### src/rtl/uart_pkg.sv
// Shared types and helpers for the UART transmit-side arbitration blocks.
package uart_pkg;

  typedef enum logic [1:0] {IDLE, LOAD, WAIT, GAP} arb_state_t;

  localparam int DBIT_DEFAULT = 8;

  function automatic int ptr_width(input int n);
    return (n < 2) ? 1 : $clog2(n);
  endfunction

endpackage

### src/rtl/uart_rr_pick.sv
// Combinational round-robin picker: first set request scanning upward from last+1 with wrap.
module uart_rr_pick
  import uart_pkg::*;
#(
  parameter int N  = 4,
  parameter int PW = ptr_width(N)
) (
  input  logic [N-1:0]  req,
  input  logic [PW-1:0] last,
  output logic [PW-1:0] grant,
  output logic          valid
);

  // Scan from farthest to nearest so the nearest set request wins.
  always_comb begin
    grant = '0;
    valid = 1'b0;
    for (int i = N; i >= 1; i--) begin
      if (req[(int'(last) + i) % N]) begin
        grant = PW'((int'(last) + i) % N);
        valid = 1'b1;
      end
    end
  end

endmodule

### src/rtl/uart_tx_arbiter.sv
// Round-robin arbiter sharing one UART transmitter among N byte producers.
// Optional sticky-grant lock input enabled by defining UART_TX_ARB_LOCK_EN.
module uart_tx_arbiter
  import uart_pkg::*;
#(
  parameter int N          = 4,
  parameter int DBIT       = DBIT_DEFAULT,
  parameter int GAP_CYCLES = 0
) (
  input  logic            clk,
  input  logic            reset_n,
  input  logic [N-1:0]    req,
  input  logic [N*DBIT-1:0] req_data,
`ifdef UART_TX_ARB_LOCK_EN
  input  logic [N-1:0]    lock,
`endif
  output logic [N-1:0]    ack,
  output logic [N-1:0]    done,
  output logic            busy,
  output logic            tx_start,
  output logic [DBIT-1:0] tx_din,
  input  logic            tx_done_tick
);

  localparam int PW = ptr_width(N);

  arb_state_t    state;
  logic [PW-1:0] last;
  logic [PW-1:0] pick;
  logic [PW-1:0] sel;
  logic          pick_valid;
  logic          hold;
  logic [7:0]    gap_cnt;

  uart_rr_pick #(.N(N), .PW(PW)) u_pick (
    .req   (req),
    .last  (last),
    .grant (pick),
    .valid (pick_valid)
  );

`ifdef UART_TX_ARB_LOCK_EN
  logic lock_pend;

  // Lock is sampled in the done cycle; when a gap follows, the decision is carried in lock_pend.
  always_comb begin
    hold = req[last] & ((|done) ? lock[last] : lock_pend);
  end

  always_ff @(posedge clk or negedge reset_n) begin
    if (!reset_n) begin
      lock_pend <= 1'b0;
    end else if (state == IDLE && (hold || pick_valid)) begin
      lock_pend <= 1'b0;
    end else if (|done) begin
      lock_pend <= lock[last] & req[last];
    end
  end
`else
  assign hold = 1'b0;
`endif

  assign sel = hold ? last : pick;

  always_ff @(posedge clk or negedge reset_n) begin
    if (!reset_n) begin
      state    <= IDLE;
      last     <= PW'(N - 1);
      gap_cnt  <= '0;
      ack      <= '0;
      done     <= '0;
      busy     <= 1'b0;
      tx_start <= 1'b0;
      tx_din   <= '0;
    end else begin
      ack      <= '0;
      done     <= '0;
      tx_start <= 1'b0;
      case (state)
        IDLE: begin
          if (hold || pick_valid) begin
            tx_din    <= req_data[int'(sel)*DBIT +: DBIT];
            ack[sel]  <= 1'b1;
            last      <= sel;
            busy      <= 1'b1;
            state     <= LOAD;
          end
        end
        LOAD: begin
          tx_start <= 1'b1;
          state    <= WAIT;
        end
        WAIT: begin
          if (tx_done_tick) begin
            done[last] <= 1'b1;
            if (GAP_CYCLES == 0) begin
              busy  <= 1'b0;
              state <= IDLE;
            end else begin
              gap_cnt <= '0;
              state   <= GAP;
            end
          end
        end
        GAP: begin
          if (gap_cnt == 8'(GAP_CYCLES - 1)) begin
            busy  <= 1'b0;
            state <= IDLE;
          end else begin
            gap_cnt <= gap_cnt + 8'd1;
          end
        end
        default: state <= IDLE;
      endcase
    end
  end

endmodule

### config.mk
export PLATFORM = sky130hd
export DESIGN_NAME = uart_tx_arbiter
export DESIGN_NICKNAME = d
export VERILOG_FILES = /design/src/rtl/uart_pkg.sv /design/src/rtl/uart_rr_pick.sv /design/src/rtl/uart_tx_arbiter.sv
export SDC_FILE = /design/constraint.sdc
export NUM_CORES = 1
export LEC_CHECK = 0
export ABC_CLOCK_PERIOD_IN_PS = 3100
export CAP_MARGIN = 10
export CORE_AREA = 4 4 66 68
export CTS_CLUSTER_DIAMETER = 30
export DETAILED_ROUTE_END_ITERATION = 8
export DIE_AREA = 0 0 70 72
export PLACE_DENSITY_LB_ADDON = 0.05
export SYNTH_ARGS = -nofsm -noshare
export SYNTH_HDL_FRONTEND = slang
export SYNTH_SLANG_ARGS = --single-unit
export TNS_END_PERCENT = 30
### constraint.sdc
create_clock -name clk -period 3.1 [get_ports clk]
set_input_delay 0.31 -clock clk [delete_from_list [all_inputs] [get_ports clk]]
set_output_delay 0.31 -clock clk [all_outputs]
set_load 0.005 [all_outputs]
After elaboration in Yosys (flattened, before gate mapping). Index checks and enable logic that the tools add are counted.

Add/sub/neg operators: 5. $lt $le $gt $ge: 8. Equal/unequal tests: 7. Shifts and indexed selects: 1. Muxes and demuxes: 37. Bitwise logic cells: 5. Reduce and logical (&&, ||, !) cells: 12.

Operators with widths (count): variable part select 32 x 6 -> 8 bit (1); 2-to-1 mux 1 bit (18); less-than comparator 3 x 4 -> 1 bit (second input constant) (4); 2-to-1 mux 4 bit (4); 2-to-1 mux 2 bit (7); adder 8 x 1 -> 8 bit (second input constant) (1); binary-select mux 1 bit (select 2 bit) (4); == test 8 bit (second input constant) (1); case mux 2 bit (4 select lines) (1); OR reduction 2 bit (4); less-than comparator 2 x 3 -> 1 bit (second input constant) (2); inequality test 2 bit (second input constant) (3); adder 2 x 1 -> 2 bit (second input constant) (2); adder 2 bit (second input constant) (2); AND 1 bit (first input constant) (4); demux 1 bit (select 2 bit) (2); == test 2 bit (second input constant) (2); greater-or-equal comparator 2 x 1 -> 1 bit (second input constant) (2); AND reduction 2 bit (2); AND reduction 4 bit (1); case mux 1 bit (3 select lines) (1); AND reduction 3 bit (1); nonzero test 3 bit (1); == test 2 x 1 -> 1 bit (second input constant) (1); 3 further kinds (4).

Bits in registers: 30. Input bits: 39. Output and inout bits: 18. Logic and storage cells: 83.

Depth between registers and ports, before layout. Gate-level depths: netlist (run 1).

Depth after elaboration: 16. Depth in mapped cells: 10. Depth with buffers taken out: 8.

Modules after synthesis. From an unflattened synthesis (run 1), not the netlist that was laid out.

Cell total of the unflattened synthesis: 142. Area total of the unflattened synthesis: 1547.7 µm².

By module, submodules not included: uart_tx_arbiter (instances 1, cells an instance 128, area an instance 1456.4 µm²); uart_rr_pick (instances 1, cells an instance 14, area an instance 91.3 µm²).

Worst setup path after synthesis (run 1). Ideal clock, no wire load.

Path type: reg2reg. Start point: register last[0]. End point: register tx_din[7]. Arrival: 2.253 ns. Slack: 0.765 ns. Cell stages (with the launch flop): 11. Buffers on the path: 2. Period minus slack after synthesis: 2.335 ns. Path through: dfstp_2 > buf_4 > inv_1 > ha_1 > nand2b_1 > o21ai_1 > a22o_1 > o21ai_1 > buf_4 > o21ai_0 > o22ai_1.

Word-level cells in the longest chain between the ends: 9. Elaborated cells on any way between the ends: 26. Classes of those cells: 4 x add/sub; 1 x shift; 20 x mux; 1 x reduce/logical.

RTL lines: start, declared (RTL line uart_tx_arbiter.sv:28) `logic [PW-1:0] last;`; start signal, assigned (RTL line uart_tx_arbiter.sv:68) `last <= PW'(N - 1);`; start signal, assigned (RTL line uart_tx_arbiter.sv:84) `last <= sel;`; adder 2 x 1 -> 2 bit (RTL line uart_rr_pick.sv:19, uart_rr_pick.sv:20); binary-select mux 1 bit (select 2 bit) (RTL line uart_rr_pick.sv:19) `if (req[(int'(last) + i) % N]) begin`; 2-to-1 mux 1 bit (implied by the code) (2 in series) (RTL line uart_rr_pick.sv:19); 2-to-1 mux 2 bit / 2-to-1 mux 1 bit (equally long branches) (4 in series) (RTL line uart_rr_pick.sv:19); variable part select 32 x 6 -> 8 bit / AND reduction 2 bit (equally long branches); end signal, assigned (RTL line uart_tx_arbiter.sv:82) `tx_din <= req_data[int'(sel)*DBIT +: DBIT];`; end, declared (RTL line uart_tx_arbiter.sv:21) `output logic [DBIT-1:0] tx_din,`.

Several ways; a longest one is shown, not always the timed one. The select of a mux whose other input is x is not followed. A chain may end at the register's enable or synchronous reset.

Worst setup path in the final report (run 1).
Start point: register last[0]. End point: register tx_din[2].

The elaborated chain is that of the path after synthesis.

==> flow_metrics.tcl, run 1 <==
set metrics [dict create \
    min_period_ns 2.504 \
    grt-ovfl-total 0 \
    yosys.area_share.simple 0.1278 \
    path_clk_slew_ns 0.06 \
    die_x_um 70 \
    r2r-start "last[0]$_DFFE_PN1P_" \
    drt-initial-drc-count 129 \
    reg2reg_slack_ns 0.60 \
    setup_viol_count_final 0 \
    clockBufferDepth 2 \
    period_share 0.8077 \
    drive_above_1_share 0.09589 \
    finClkSkew_ns 0.006429 \
    fin_area_um2 2325 \
    syn-num-nets 202 \
    setup_tns_ns 0 \
    postCtsSetupBuffers 0 \
    ys_types 40 \
    slew_headroom 0.3384 \
    cp_max_fo 16 \
    finalHoldViolCount 0 \
    die-height_um 72 \
    hp-class "input pin to async pin" \
    start_kind "flip-flop" \
    ctsResizeCount 0 \
    pwr-share-seq 0.330 \
    final_cell_mix "clkdlybuf4s50_1, dfrtp_1, o21ai_0, nor2_1, a21oi_1" \
    power.switching_uw 824.2 \
    timing.fmax_mhz 399.4 \
    clkLatencyLatePin_ns 0.28 \
    fin_ws_ns 0.5960 \
    placed_area_um2 2242 \
    start_util 0.4241 \
    port-buffer-count 56 \
    grt_pass1_vias 1489 \
    criticalPathCategory "flip-flop to flip-flop" \
    grt_usage 0.1666 \
    final_common_cell "clkdlybuf4s50_1" \
    antenna_cells 0 \
    worst_ep_required_time_ns 3.30 \
    ir_drop_v 0.0004066 \
    comb_power_share 0.529 \
    ioPinCount 57 \
    grt_pass1_wl_mm 6.734 \
    crit_path_top_delay_cell "dfstp_2" \
    syn2layout_area_growth_pct 42.16 \
    first_pass_iters 4 \
    via_per_inst 5.364 \
    cts_hold_buf 0 \
    synth_xor_area_frac 0.03749 \
    dp_slack_ns 0.5975 \
    synth_top_family_by_area "compound AO/OA/AOI/OAI gates" \
    slowest_delay_ns 0.65 \
    syn_area_um2 1635 \
    clkPwrFrac 0.141 \
    core-area_um2 3856 \
    place_congestion 0.8395 \
    endpoint_kind "flip-flop" \
    synth-compound-area-share 0.2265 \
    p_int_mw 1.278 \
    p_leak_nw 1.003 \
    grt_max_degree 31 \
    synth_cells 158 \
    root_buffer "clkbuf_8" \
    synth_edf_count 0 \
    p_sw_frac 0.3920 \
    row_count 23 \
    maxCapViolations 0 \
    rsz0062_at_grt "false" \
    ys_seq_area_frac 0.4606 \
    crit_chain "inv_1 -> ha_1 -> a221o_1 -> a21oi_1 -> o21ai_1 -> buf_4 -> a221o_1 -> o21ai_1" \
    status "completed" \
    cts_tree "yes" \
    rr_endpoint "tx_din[2]$_DFFE_PN0P_" \
    ys_warn_count 0 \
    ys_ff_latch 30 \
    synthAdderAreaFrac 0.03826 \
    drc 0 \
    reg2regPathDepth 8 \
    cts_made_buffers 5 \
    avgSynthCellArea_um2 10.35 \
    finalNetCount 262 \
    wire_per_inst_um 14.87 \
    antenna_found_initial 0 \
    cp.arrival_ns 2.70 \
    hpwl_mm 3.000 \
    cts_num_sinks 30 \
    vias 1443 \
    report.final.slew_viol_count 0 \
    synth.area.mux_share 0.06274 \
    synth_ff_type "dfrtp_1" \
    async_reset_ff_frac 1.000 \
    die_area_um2 5040 \
    drt-total-wl_mm 3.999 \
    power.density_nw_per_um2 904.4 \
    h-tree-depth 2 \
    worst_pin_slew_ns 0.9849 \
    ant_nets 0 \
]
[area by class of cell]
type | count | area [um2]
Clock inverter | 2 | 10.01
Tap cell | 50 | 62.56
Clock buffer | 6 | 72.57
Timing Repair Buffer | 60 | 590.6
Multi-Input combinational cell | 115 | 813.3
Inverter | 6 | 22.52
Sequential cell | 30 | 753.2
Fill cell | 344 | 1531
[Yosys cell counts (3+ instances only)]
| cell | n | area [um2] |
|---|---|---|
| dfrtp_1 | 28 | 700.7 |
| o21ai_0 | 14 | 70.07 |
| a21oi_1 | 11 | 55.05 |
| nor2_1 | 11 | 41.29 |
| nand2_1 | 9 | 33.78 |
| mux2i_1 | 8 | 80.08 |
| a22o_1 | 7 | 61.31 |
| o22ai_1 | 7 | 43.79 |
| and3_1 | 6 | 37.54 |
| xnor2_1 | 6 | 52.55 |
| ha_1 | 5 | 62.56 |
| inv_1 | 5 | 18.77 |
| a221o_1 | 4 | 40.04 |
| o21ai_1 | 4 | 20.02 |
| nand2b_1 | 3 | 18.77 |
[metal layers]
metal | up-vias | share of wire | GRT usage
met5 | - | 0 | 0
met2 | 45 | 0.53 | 0.2865
met4 | 0 | 0.0085 | 0.07234
met3 | 4 | 0.060 | 0.04848
li1 | 700 | - | -
met1 | 694 | 0.41 | 0.1947
[per-stage QoR]
stage / instances / hold slack [ns] / util / power, mW
global placement: 261 / 0.4549 / 0.5814 / 1.780
CTS: 269 / 0.4225 / 0.6029 / 2.122
finish: 269 / 0.4161 / 0.6029 / 2.102
detailed placement: 261 / 0.4723 / 0.5814 / 1.813
floorplan: 158 / 0.01441 / - / 1.424
global route: 269 / 0.4566 / 0.6029 / 2.287
[critical path: cells and delay by family (launching register included)]
family / cells / cell delay [ns]
flip-flops: 1 / 0.65
buffers and inverters: 2 / 0.33
adder cells (fa/ha/maj): 1 / 0.43
AO/OA/AOI/OAI: 5 / 1.00
[logic make-up after synthesis]
logic type,after synthesis
fa+ha+maj,5
compound gates,53
xor+xnor,7
buf+inv,13
mux,10
simple gates,40
flops,30
[registers in the layout, indices dropped and copies added (netlist names)]
register,flops
busy,1
last,2
ack,4
state,2
tx_start,1
done,4
tx_din,8
gap_cnt,8
[worst max path at each step]
stage	from	end	slack, ns	cells past startpoint
floorplan	last[0]$_DFFE_PN1P_	tx_din[7]$_DFFE_PN0P_	0.76	10
global placement	req[2]	tx_din[0]$_DFFE_PN0P_	0.64	8
detailed placement	last[0]$_DFFE_PN1P_	tx_din[2]$_DFFE_PN0P_	0.60	8
CTS	last[0]$_DFFE_PN1P_	tx_din[2]$_DFFE_PN0P_	0.58	8
global route	last[0]$_DFFE_PN1P_	tx_din[1]$_DFFE_PN0P_	0.41	8
finish	last[0]$_DFFE_PN1P_	tx_din[2]$_DFFE_PN0P_	0.60	8
[power groups by stage]
stage	sequential [mW]	clock, mW	combinational (mW)
after floorplan	0.654	0	0.770
after global placement	0.684	0	1.10
after detailed placement	0.695	0	1.12
after CTS	0.692	0.307	1.12
after global routing	0.715	0.329	1.24
final	0.694	0.297	1.11
No activity file was read; power rests on OpenSTA's default activity.
==> run 2, diff against run 1 <==
--- a/config.mk
+++ b/config.mk
@@ -5,12 +5,12 @@
 export SDC_FILE = /design/constraint.sdc
 export NUM_CORES = 1
 export LEC_CHECK = 0
-export ABC_CLOCK_PERIOD_IN_PS = 3100
+export ABC_CLOCK_PERIOD_IN_PS = 2300
 export CAP_MARGIN = 10
-export CORE_AREA = 4 4 66 68
+export CORE_AREA = 4 4 69 71
 export CTS_CLUSTER_DIAMETER = 30
 export DETAILED_ROUTE_END_ITERATION = 8
-export DIE_AREA = 0 0 70 72
+export DIE_AREA = 0 0 73 75
 export PLACE_DENSITY_LB_ADDON = 0.05
 export SYNTH_ARGS = -nofsm -noshare
 export SYNTH_HDL_FRONTEND = slang
==> constraint.sdc (replaced) <==
create_clock -name clk -period 2.3 [get_ports clk]
set_input_delay 0.23 -clock clk [delete_from_list [all_inputs] [get_ports clk]]
set_output_delay 0.23 -clock clk [all_outputs]
set_load 0.005 [all_outputs]
==> flow_metrics.tcl, run 2 (same netlist as run 1, synthesis figures left out) <==
set metrics [dict create \
    status "completed" \
    final_common_cell "clkdlybuf4s50_1" \
    finClkSkew_ns 0.003380 \
    placed_area_um2 2333 \
    drc 0 \
    path_clk_slew_ns 0.06 \
    endpoint_kind "flip-flop" \
    antenna_cells 0 \
    r2r-start "last[1]$_DFFE_PN1P_" \
    via_per_inst 5.193 \
    vias 1454 \
    row_count 24 \
    cp_max_fo 22 \
    port-buffer-count 56 \
    hpwl_mm 3.052 \
    finalNetCount 271 \
    clkLatencyLatePin_ns 0.27 \
    power.switching_mw 1.169 \
    first_pass_iters 4 \
    reg2reg_slack_ns 0.17 \
    comb_power_share 0.582 \
    cts_num_sinks 30 \
    p_int_mw 1.896 \
    drt-initial-drc-count 73 \
    grt_max_degree 31 \
    fin_cells 280 \
    start_kind "flip-flop" \
    grt_pass1_vias 1492 \
    grt-ovfl-total 0 \
    cts_hold_buf 0 \
    antenna_found_initial 0 \
    core-area_um2 4234 \
    finalHoldViolCount 0 \
    min_period_ns 2.129 \
    h-tree-depth 2 \
    hp-class "input pin to async pin" \
    cts_made_buffers 5 \
    die_area_um2 5475 \
    wire_per_inst_um 14.61 \
    p_leak_nw 1.054 \
    rsz0062_at_grt "false" \
    pwr-share-seq 0.289 \
    rr_endpoint "tx_din[0]$_DFFE_PN0P_" \
    grt_pass1_wl_mm 6.748 \
    cp.arrival_ns 2.28 \
    slew_headroom 0.6049 \
    reg2regPathDepth 8 \
    die-height_um 75 \
    p_sw_frac 0.3815 \
    worst_pin_slew_ns 0.5895 \
    dp_cells 271 \
    cts_tree "yes" \
    maxCapViolations 0 \
    ir_drop_v 0.0006070 \
    report.final.slew_viol_count 0 \
    setup_viol_count_final 0 \
    criticalPathCategory "flip-flop to flip-flop" \
    period_share 0.9256 \
    timing.fmax_mhz 469.7 \
    die_x_um 73 \
    start_util 0.3862 \
    power.density_nw_per_um2 1253 \
    power_mw 3.065 \
    fin_area_um2 2446 \
    largestRegisters "gap_cnt: 8 flops, tx_din: 8 flops" \
    root_buffer "clkbuf_8" \
    ant_nets 0 \
    clkPwrFrac 0.129 \
    syn2layout_area_growth_pct 49.58 \
    ioPinCount 57 \
    drt-total-wl_mm 4.091 \
    drive_above_1_share 0.1360 \
    final_cell_mix "clkdlybuf4s50_1, dfrtp_1, o21ai_0" \
    place_congestion 0.8099 \
    worst_ep_required_time_ns 2.45 \
    clockBufferDepth 2 \
    grt_usage 0.1599 \
]
## run 2: changes by cell type in the layout (fill, tap and decap cells not counted), sizes merged
| cell | previous run | this run |
|---|---|---|
| buf | 4 | 13 |
| clkbuf | 6 | 8 |
| clkinv | 2 | 0 |
## run 2: routing by layer
layer  GRT usage  part of all wire
met5           0                 0
met4     0.06967             0.016
met3     0.04005             0.051
met2      0.2661              0.52
met1      0.1973              0.41
## run 2: layout make-up
cell class              count  area, um2
fillers                   391       1788
clock buffers               8      80.08
inverters                   6      22.52
multi-input cells         115      842.1
repair buffers             69      683.2
flip-flops and latches     30      753.2
well taps                  52      65.06
## run 2: timing repair
item | 4_1_cts | 5_1_grt
resized for setup | 0 | 3
buffers inserted | 0 | 1
endpoints found under the setup margin | 0 | 10
## run 2: through the flow
| stage | hold WS (ns) | utilization | setup TNS [ns] | setup slack [ns] |
|---|---|---|---|---|
| 2_1_floorplan | -0.06559 | - | 0 | 0.04882 |
| 4_1_cts | 0.3632 | 0.5700 | 0 | 0.03367 |
| 5_1_grt | 0.3863 | 0.5777 | 0 | 0.06405 |
| 3_5_place_dp | 0.4638 | 0.5511 | -0.2878 | -0.1562 |
| 3_3_place_gp | 0.4559 | 0.5511 | -0.007433 | -0.007433 |
| 6_report | 0.3527 | 0.5777 | 0 | 0.1711 |
## run 2: worst max-delay path by stage
stage / startpoint / to / slack (ns) / depth (start not counted)
5_1_grt: last[0]$_DFFE_PN1P_ / tx_din[0]$_DFFE_PN0P_ / 0.06 / 9
4_1_cts: last[1]$_DFFE_PN1P_ / tx_din[6]$_DFFE_PN0P_ / 0.03 / 9
3_3_place_gp: req[3] / tx_din[1]$_DFFE_PN0P_ / -0.007 / 5
3_5_place_dp: req[3] / tx_din[1]$_DFFE_PN0P_ / -0.16 / 5
2_1_floorplan: last[0]$_DFFE_PN1P_ / tx_din[7]$_DFFE_PN0P_ / 0.05 / 10
6_report: last[1]$_DFFE_PN1P_ / tx_din[0]$_DFFE_PN0P_ / 0.17 / 8
## run 2: critical path: stages, from the launching register on
cell and delay [ns]:
dfstp_2 0.53, buf_4 0.16, mux2_1 0.33, o22ai_1 0.26, a211oi_4 0.09, buf_12 0.17, a22o_1 0.23, a21oi_1 0.14
o22ai_1 0.10
## run 2: power by group through the flow
stage / registers, mW / clock network (mW) / logic, mW
2_1_floorplan: 0.882 / 0 / 1.05
3_3_place_gp: 0.881 / 0 / 1.71
6_report: 0.886 / 0.394 / 1.78
5_1_grt: 0.915 / 0.439 / 1.96
4_1_cts: 0.883 / 0.409 / 1.74
3_5_place_dp: 0.888 / 0 / 1.73
==> run 3, diff against run 2 <==
--- a/config.mk
+++ b/config.mk
@@ -7,10 +7,12 @@
 export LEC_CHECK = 0
 export ABC_CLOCK_PERIOD_IN_PS = 2300
 export CAP_MARGIN = 10
-export CORE_AREA = 4 4 69 71
+export CELL_PAD_IN_SITES_DETAIL_PLACEMENT = 0
+export CELL_PAD_IN_SITES_GLOBAL_PLACEMENT = 1
+export CORE_AREA = 4 4 79 81
 export CTS_CLUSTER_DIAMETER = 30
 export DETAILED_ROUTE_END_ITERATION = 8
-export DIE_AREA = 0 0 73 75
+export DIE_AREA = 0 0 83 85
 export PLACE_DENSITY_LB_ADDON = 0.05
 export SYNTH_ARGS = -nofsm -noshare
 export SYNTH_HDL_FRONTEND = slang
==> flow_metrics.tcl, run 3 (same netlist as run 1, synthesis figures left out) <==
set metrics [dict create \
    dp_slack_ns -0.1478 \
    rr_endpoint "tx_din[6]$_DFFE_PN0P_" \
    wire_per_inst_um 14.41 \
    maxCapViolations 0 \
    cts_made_buffers 5 \
    drt-total-wl_mm 4.366 \
    final_cell_mix "clkdlybuf4s50_1, dfrtp_1, buf_4, o21ai_0, nor2_1" \
    worst_pin_slew_ns 0.6189 \
    vias 1470 \
    grt_usage 0.1223 \
    start_kind "flip-flop" \
    ioPinCount 57 \
    die_area_um2 7055 \
    start_util 0.2988 \
    p_sw_frac 0.3831 \
    crit_chain "buf_4 -> mux2_1 -> o22ai_1 -> a211oi_4 -> buf_12 -> a22o_1 -> a21oi_1 -> o22ai_1" \
    startpoint "last[1]$_DFFE_PN1P_" \
    core-area_um2 5473 \
    port-buffer-count 56 \
    routed-wl-met2_mm 2.125 \
    grt-ovfl-total 0 \
    clkLatencyLatePin_ns 0.28 \
    cp_max_fo 22 \
    crit_path_frequent_cell "o22ai_1" \
    min_period_ns 2.120 \
    fin_ws_ns 0.1803 \
    rsz0062_at_grt "false" \
    worst_ep_required_time_ns 2.45 \
    comb_power_share 0.577 \
    p_int_mw 1.919 \
    wl_met1_mm 1.994 \
    grt_pass1_vias 1462 \
    period_share 0.9216 \
    clkPwrFrac 0.139 \
    setup_viol_count_final 0 \
    die_x_um 83 \
    r2r-start "last[1]$_DFFE_PN1P_" \
    drc 0 \
    cp.arrival_ns 2.27 \
    slowest_delay_ns 0.53 \
    power.switching_mw 1.192 \
    cts_tree "yes" \
    setup_tns_ns 0 \
    nFillCells 551 \
    wl_met3_um 185 \
    antenna_found_initial 0 \
    slew_headroom 0.5851 \
    first_pass_iters 4 \
    power.density_nw_per_um2 1243 \
    grt_pass1_wl_mm 7.051 \
    finalNetCount 274 \
    endpoint_kind "flip-flop" \
    root_buffer "clkbuf_8" \
    finalHoldViolCount 0 \
    fin_util 0.4572 \
    clockBufferDepth 2 \
    hp-class "input pin to async pin" \
    path_clk_slew_ns 0.07 \
    reg2reg_slack_ns 0.18 \
    pwr-share-seq 0.284 \
    p_leak_nw 1.075 \
    hpwl_mm 3.200 \
    final_common_cell "clkdlybuf4s50_1" \
    via_per_inst 4.851 \
    report.final.slew_viol_count 0 \
    ant_nets 0 \
    status "completed" \
    die-height_um 85 \
    row_count 27 \
    cts_num_sinks 30 \
    h-tree-depth 2 \
    finClkSkew_ns 0.005940 \
    drive_above_1_share 0.1602 \
    antenna_cells 0 \
    top_layer "met4" \
    reg2regPathDepth 8 \
    largestRegisters "gap_cnt: 8 flops, tx_din: 8 flops" \
    crit_path_top_delay_cell "dfstp_2" \
    place_congestion 0.8245 \
    drt-initial-drc-count 49 \
    criticalPathCategory "flip-flop to flip-flop" \
    syn2layout_area_growth_pct 53.02 \
    ir_drop_v 0.0004561 \
    power_mw 3.111 \
    grt_max_degree 31 \
    timing.fmax_mhz 471.8 \
]
-- run 3: stage by stage --
| step | cells | cell area (um2) | hold WS, ns |
|---|---|---|---|
| global placement | 292 | 2354 | 0.4573 |
| detailed placement | 292 | 2354 | 0.4820 |
| CTS | 300 | 2451 | 0.3535 |
| finish | 303 | 2502 | 0.3416 |
| floorplan | 158 | 1639 | -0.06559 |
| global route | 303 | 2502 | 0.3652 |
-- run 3: how the worst max path moves through the flow --
stage | depth (start not counted) | to
2_1_floorplan | 10 | tx_din[7]$_DFFE_PN0P_
3_3_place_gp | 9 | tx_din[7]$_DFFE_PN0P_
3_5_place_dp | 5 | tx_din[1]$_DFFE_PN0P_
4_1_cts | 9 | tx_din[7]$_DFFE_PN0P_
5_1_grt | 9 | tx_din[3]$_DFFE_PN0P_
6_report | 8 | tx_din[6]$_DFFE_PN0P_
-- run 3: power by group through the flow --
stage                     Sequential [mW]  Combinational (mW)  Clock [mW]
after floorplan                     0.882                1.05           0
after global placement              0.886                1.70           0
after detailed placement            0.889                1.71           0
after CTS                           0.883                1.74       0.449
after global routing                0.912                1.98       0.467
final                               0.884                1.80       0.431
-- run 3: routing by layer --
layer  up-vias  global-route usage
met5         -                   0
met4         0             0.04458
met3         6             0.03786
met2        29              0.2012
met1       714              0.1512
li1        721                   -
-- run 3: area by class of cell --
class | instances | area (um2) | share of cell area
Tap cell | 72 | 90.09 | 0.03600
Multi-Input combinational cell | 115 | 853.3 | 0.3410
Clock buffer | 8 | 90.09 | 0.03600
Timing Repair Buffer | 72 | 693.2 | 0.2770
Inverter | 6 | 22.52 | 0.009000
Sequential cell | 30 | 753.2 | 0.3010
-- run 3: worst max-delay path: cells and delay by family, from the launching register on --
kind,cells,cell delay (ns)
compound gates,5,0.79
flops,1,0.53
buf+inv,2,0.33
mux,1,0.33
-- run 3: timing repair --
action,in CTS,in global routing
setup buffers,0,3
cloned,0,0
hold buffers,0,0
pin swaps,0,1
hold endpoints to repair,0,0
setup endpoints to repair,2,8
resized for setup,1,5
